[config.mk]
export PLATFORM = sky130hd
export DESIGN_NAME = min_frame_ctrl
export DESIGN_NICKNAME = d
export VERILOG_FILES = /design/src/rtl/dehaze_pkg.sv /design/src/rtl/pos_counter.sv /design/src/rtl/min_frame_ctrl.sv
export SDC_FILE = /design/constraint.sdc
export NUM_CORES = 1
export LEC_CHECK = 0
export ABC_AREA = 1
export CORE_MARGIN = 3
export CORE_UTILIZATION = 55
export DETAILED_ROUTE_END_ITERATION = 7
export PLACE_DENSITY = 0.86
export SLEW_MARGIN = 20
export SYNTH_ARGS = -nofsm -noshare
export SYNTH_HDL_FRONTEND = slang
export SYNTH_SLANG_ARGS = --single-unit
[constraint.sdc]
create_clock -name clk -period 1.85 [get_ports clk]
set_input_delay 0.185 -clock clk [delete_from_list [all_inputs] [get_ports clk]]
set_output_delay 0.185 -clock clk [all_outputs]
set_load 0.02 [all_outputs]
[src/rtl/dehaze_pkg.sv]
// dehaze_pkg: shared types and constants for the dehaze front-end blocks
//   state_t   : frame controller FSM states
//   PAD_VALUE : all-ones pad pixel for a given pixel width (up to 64 bits)
package dehaze_pkg;

   typedef enum logic [1:0] {ST_IDLE, ST_STREAM, ST_FLUSH, ST_DONE} state_t;

   function automatic logic [63:0] PAD_VALUE(input int w);
      return (w >= 64) ? '1 : ((64'd1 << w) - 64'd1);
   endfunction

endpackage

[src/rtl/pos_counter.sv]
// pos_counter: column/row position counter for a W x H raster
//   clk, rst_n : clock, asynchronous active-low reset
//   inc        : advance one pixel (col wraps at W-1 and bumps row; row wraps at H-1)
//   clr        : synchronous clear to (0,0), wins over inc
//   col, row   : current position
//   last       : position is the final pixel of the frame
module pos_counter #(
   parameter int W = 640,
   parameter int H = 480
) (
   input  logic                 clk,
   input  logic                 rst_n,
   input  logic                 inc,
   input  logic                 clr,
   output logic [$clog2(W)-1:0] col,
   output logic [$clog2(H)-1:0] row,
   output logic                 last
);

   localparam int CW = $clog2(W);
   localparam int RW = $clog2(H);

   logic [CW-1:0] r_col;
   logic [RW-1:0] r_row;
   logic          w_col_end;
   logic          w_row_end;

   assign w_col_end = r_col == CW'(W - 1);
   assign w_row_end = r_row == RW'(H - 1);

   // Both counters wrap at their limits so neither can overflow
   always_ff @(posedge clk or negedge rst_n) begin
      if (!rst_n) begin
         r_col <= '0;
         r_row <= '0;
      end else if (clr) begin
         r_col <= '0;
         r_row <= '0;
      end else if (inc) begin
         r_col <= w_col_end ? '0 : r_col + 1'b1;
         if (w_col_end)
            r_row <= w_row_end ? '0 : r_row + 1'b1;
      end
   end

   assign col  = r_col;
   assign row  = r_row;
   assign last = w_col_end & w_row_end;

endmodule

[src/rtl/min_frame_ctrl.sv]
// min_frame_ctrl: frames an incoming pixel stream for a 3x3 min filter and
// appends IMG_WIDTH+2 all-ones pad pixels after each frame to flush it.
//   clk, rst_n          : clock, asynchronous active-low reset
//   s_valid/s_ready     : upstream handshake, s_data pixel, s_sof frame start
//   abort               : synchronous frame abort, highest priority
//   f_valid/f_data      : registered filter input stream
//   busy                : frame in progress (streaming or flushing)
//   frame_done, sof_err : single-cycle status pulses
// Optional MIN_FRAME_CTRL_STATS_EN adds saturating frame_cnt / err_cnt outputs.
module min_frame_ctrl
   import dehaze_pkg::*;
#(
   parameter int DATA_WIDTH = 8,
   parameter int IMG_WIDTH  = 640,
   parameter int IMG_HEIGHT = 480
) (
   input  logic                  clk,
   input  logic                  rst_n,
   input  logic                  s_valid,
   output logic                  s_ready,
   input  logic [DATA_WIDTH-1:0] s_data,
   input  logic                  s_sof,
   input  logic                  abort,
   output logic                  f_valid,
   output logic [DATA_WIDTH-1:0] f_data,
   output logic                  busy,
   output logic                  frame_done,
   output logic                  sof_err
`ifdef MIN_FRAME_CTRL_STATS_EN
   ,
   output logic [15:0]           frame_cnt,
   output logic [15:0]           err_cnt
`endif
);

   localparam int                    FW        = $clog2(IMG_WIDTH) + 1;
   localparam logic [FW-1:0]         FLUSH_LEN = FW'(IMG_WIDTH + 2);
   localparam logic [DATA_WIDTH-1:0] PAD       = DATA_WIDTH'(PAD_VALUE(DATA_WIDTH));

   state_t                        r_state;
   logic [FW-1:0]                 r_fcnt;
   logic                          r_s_ready;
   logic                          r_f_valid;
   logic [DATA_WIDTH-1:0]         r_f_data;
   logic                          r_busy;
   logic                          r_frame_done;
   logic                          r_sof_err;
   logic                          w_xfer;
   logic                          w_inc;
   logic                          w_last;
   logic [$clog2(IMG_WIDTH)-1:0]  w_col;
   logic [$clog2(IMG_HEIGHT)-1:0] w_row;
   logic                          w_unused_pos;

   assign w_xfer = s_valid & r_s_ready;

   // The sof pixel is position (0,0), so counting it leaves col=1, row=0
   assign w_inc = w_xfer & ~abort &
                  ((r_state == ST_STREAM) | ((r_state == ST_IDLE) & s_sof));

   pos_counter #(
      .W (IMG_WIDTH),
      .H (IMG_HEIGHT)
   ) u_pos (
      .clk   (clk),
      .rst_n (rst_n),
      .inc   (w_inc),
      .clr   (abort),
      .col   (w_col),
      .row   (w_row),
      .last  (w_last)
   );

   // Only the end-of-frame flag drives control; the raw position is not needed here
   assign w_unused_pos = ^{w_col, w_row};

   // All outputs are registered so they line up with the state they describe:
   // FLUSH covers the cycle showing the last pixel plus the IMG_WIDTH+2 pads.
   always_ff @(posedge clk or negedge rst_n) begin
      if (!rst_n) begin
         r_state      <= ST_IDLE;
         r_fcnt       <= '0;
         r_s_ready    <= 1'b0;
         r_f_valid    <= 1'b0;
         r_f_data     <= '0;
         r_busy       <= 1'b0;
         r_frame_done <= 1'b0;
         r_sof_err    <= 1'b0;
      end else begin
         r_f_valid    <= 1'b0;
         r_frame_done <= 1'b0;
         r_sof_err    <= 1'b0;
         if (abort) begin
            r_state   <= ST_IDLE;
            r_fcnt    <= '0;
            r_s_ready <= 1'b1;
            r_busy    <= 1'b0;
         end else begin
            case (r_state)
               ST_IDLE: begin
                  r_s_ready <= 1'b1;
                  if (w_xfer && s_sof) begin
                     r_state   <= ST_STREAM;
                     r_busy    <= 1'b1;
                     r_f_valid <= 1'b1;
                     r_f_data  <= s_data;
                  end
               end
               ST_STREAM: begin
                  if (w_xfer) begin
                     r_f_valid <= 1'b1;
                     r_f_data  <= s_data;
                     r_sof_err <= s_sof;
                     if (w_last) begin
                        r_state   <= ST_FLUSH;
                        r_s_ready <= 1'b0;
                        r_fcnt    <= '0;
                     end
                  end
               end
               ST_FLUSH: begin
                  if (r_fcnt == FLUSH_LEN) begin
                     r_state      <= ST_DONE;
                     r_busy       <= 1'b0;
                     r_frame_done <= 1'b1;
                  end else begin
                     r_f_valid <= 1'b1;
                     r_f_data  <= PAD;
                     r_fcnt    <= r_fcnt + 1'b1;
                  end
               end
               ST_DONE: begin
                  r_state   <= ST_IDLE;
                  r_s_ready <= 1'b1;
                  r_fcnt    <= '0;
               end
               default: r_state <= ST_IDLE;
            endcase
         end
      end
   end

   assign s_ready    = r_s_ready;
   assign f_valid    = r_f_valid;
   assign f_data     = r_f_data;
   assign busy       = r_busy;
   assign frame_done = r_frame_done;
   assign sof_err    = r_sof_err;

`ifdef MIN_FRAME_CTRL_STATS_EN
   logic [15:0] r_frame_cnt;
   logic [15:0] r_err_cnt;

   always_ff @(posedge clk or negedge rst_n) begin
      if (!rst_n) begin
         r_frame_cnt <= '0;
         r_err_cnt   <= '0;
      end else begin
         if (r_frame_done && r_frame_cnt != 16'hFFFF)
            r_frame_cnt <= r_frame_cnt + 1'b1;
         if (r_sof_err && r_err_cnt != 16'hFFFF)
            r_err_cnt <= r_err_cnt + 1'b1;
      end
   end

   assign frame_cnt = r_frame_cnt;
   assign err_cnt   = r_err_cnt;
`endif

endmodule
==> flow_metrics.py <==
metrics = {
    "run_status": {
        "status": "finished clean",
    },
    "floorplanning": {
        "initial_core_util_pct": 58.64,
        "fp.dieH_um": 75.30,
        "rows": 24,
        "ioPinCount": 26,
        "fp.dieArea_um2": 5670,
        "core_um2": 4504,
        "die_w_um": 75.30,
    },
    "synthesis": {
        "ys_types": 31,
        "synth_area_um2": 2641,
        "ys_warn_count": 0,
        "yosysSeqAreaShare_pct": 42.63,
        "ys_ff_latch": 45,
        "avgSynthCellArea_um2": 7.276,
        "syn_inst": 363,
        "syn_nets": 384,
    },
    "cts": {
        "clk_pin_slew_ns": 0.08,
        "cts_tree": "done",
        "cts_buffers": 5,
        "clk_path_buf_depth": 2,
        "root_buffer": "clkbuf_8",
        "cts_setup_buffers": 0,
        "clk_latency_ns": 0.29,
        "clkSinkCount": 45,
        "htreeDepth": 2,
    },
    "timing": {
        "setup_viol": 0,
        "maxSlewViolCount": 0,
        "tightest_slew_ns": 0.6659,
        "slew_headroom_pct": 55.60,
        "fmax_ghz": 0.5782,
        "period_minus_slack_ns": 1.730,
        "layout_setup_ws_ns": 0.1205,
        "hold_violations": 0,
        "setup_tns_ns": 0,
        "finalClockSkew_ns": 0.004805,
        "rsz0062_at_grt": "true",
        "finalCritPeriodShare_pct": 93.49,
        "hold_ws_ns": 0.4596,
    },
    "finish": {
        "diodes": 0,
        "regArea_um2": 1126,
        "layout.cells.non_filler": 451,
        "fill_cells": 368,
        "fin_nets": 420,
        "syn_to_final_growth_pct": 17.01,
        "multiInputGateArea_um2": 1336,
        "drive_gt1_share_pct": 9.774,
        "final_util_pct": 68.61,
    },
    "route": {
        "ant_nets": 0,
        "drt-initial-drc-count": 155,
        "wl_per_cell_um": 12.78,
        "wl_um": 5764,
        "first_pass_iters": 5,
        "drc": 0,
        "vias_per_cell": 5.337,
        "num_vias": 2407,
    },
    "worst_setup_path": {
        "worst_setup_path_start_kind": "flop",
        "arrival_ns": 1.97,
        "required_ns": 2.09,
        "crit_fanout": 8,
        "critPathCaptureType": "flop",
        "crit_type": "reg2reg",
    },
    "min_path": {
        "hp-class": "in2async",
    },
    "placed_design": {
        "dp_hpwl_um": 4344,
        "detailedPlace.worstSlack_ns": -0.003636,
        "port_buffers": 25,
        "gp_congestion": 0.8498,
        "placed_cells_incl_taps": 443,
    },
    "pwr": {
        "vdd_drop_max_mv": 0.8120,
        "leakage_nw": 1.499,
        "power_density_nw_per_um2": 1030,
    },
    "global_routing": {
        "grt_max_degree": 31,
        "gr-total-overflow": 0,
        "grt_pass1_wl_um": 9867,
        "grt_pass1_vias": 2257,
        "track_usage_pct": 22.35,
        "antenna_found_initial": 0,
    },
    "run": {
        "maxCapViolations": 0,
    },
}
[cell type report]
class                      instances  share of cell area, %
multi-input combinational        275                  43.24
inverter                          33                  4.008
timing repair buffer              39                  11.42
tap                               52                  2.105
clock buffer                       7                  2.794
sequential                        45                  36.44
[cell usage after synthesis (all sizes together)]
library cell,count,share of area (%)
nand2,126,18
nor2,54,8.2
xor2,3,0.99
nand3b,4,1.1
buf,8,2.2
nand4,7,1.9
ha,8,3.8
a21oi,9,1.7
nand3,30,6.3
o21bai,2,0.57
a21boi,1,0.28
o21ai,21,4.5
inv,33,4.7
dfrtp,45,43
xnor2,2,0.66
o22ai,1,0.24
nor3,7,1.3
clkbuf,2,0.28
[registers in the layout, summed over array words and instances, names as in the netlist]
register / count
s_ready: 1
sof_err: 1
r_state: 2
f_data: 8
frame_done: 1
u_pos.row: 9
busy: 1
f_valid: 1
u_pos.col: 10
r_fcnt: 11
[through the flow]
step | cell area, um^2 | power (mW)
after floorplan | 2641 | 2.127
after global placement | 2984 | 2.519
after detailed placement | 2984 | 2.575
after CTS | 3080 | 3.197
after global routing | 3090 | 3.389
final | 3090 | 3.184
[cell usage in the layout (no fill, tap or decap), types with 2 or more instances in the layout]
cell type,n
o21bai_1,2
nand3_1,28
inv_2,3
nor2_2,3
xor2_1,3
clkbuf_8,6
dfrtp_1,45
nand3b_1,4
nand2_1,120
nor2_1,50
ha_1,8
clkdlybuf4s50_1,24
o21ai_0,11
nand2_2,5
inv_1,30
nand4_1,6
o21ai_1,8
a21oi_1,9
nor3_1,6
buf_4,13
xnor2_1,2
[critical path: stages (launching register included)]
cell,delay (ns)
dfrtp_1,0.39
ha_1,0.22
nand3_2,0.12
nor2_4,0.17
nand3_4,0.11
o21ai_4,0.29
buf_4,0.21
nand3_1,0.08
nand2_1,0.08
[path summary, 6_finish.rpt]
path / start / end / slack, ns / cells past startpoint
max: u_pos.row[0] / r_fcnt[10] / 0.12 / 8
min: rst_n / r_fcnt[9] / 0.46 / 2
max reg2reg: u_pos.row[0] / r_fcnt[10] / 0.12 / 8
min reg2reg: f_data[6] / f_data[6] / 0.50 / 2
max in group asynchronous: rst_n / s_ready / 0.81 / 3
min in group clk: s_data[4] / f_data[4] / 0.48 / 3
[metal layers]
metal | part of all wire (%) | track usage [%]
met5 | 0 | 0
met4 | 0.80 | 5.243
met3 | 3.7 | 3.958
met2 | 50 | 38.83
met1 | 45 | 29.10
[kinds of logic (layout without fill, tap and decap cells)]
kind of cell / after synthesis / count (layout) / share of synthesized area (%)
AND/OR/NAND/NOR: 228 / 228 / 37.42
flip-flops: 45 / 45 / 42.63
buffers and inverters: 43 / 79 / 7.153
AO/OA/AOI/OAI: 34 / 34 / 7.343
adder cells (fa/ha/maj): 8 / 8 / 3.790
XOR/XNOR: 5 / 5 / 1.658
[power by group]
part | switching, mW | internal, mW | total [mW]
logic | 0.771 | 0.497 | 1.27
registers | 0.133 | 1.17 | 1.31
clock network | 0.315 | 0.297 | 0.612
[timing repair]
| action | 4_1_cts | 5_1_grt |
|---|---|---|
| endpoints found under the hold margin | 28 | 0 |
| endpoints found under the setup margin | 0 | 26 |
| resized for setup | 0 | 3 |
| hold buffers | 1 | 0 |
No activity file was read; power rests on OpenSTA's default activity.
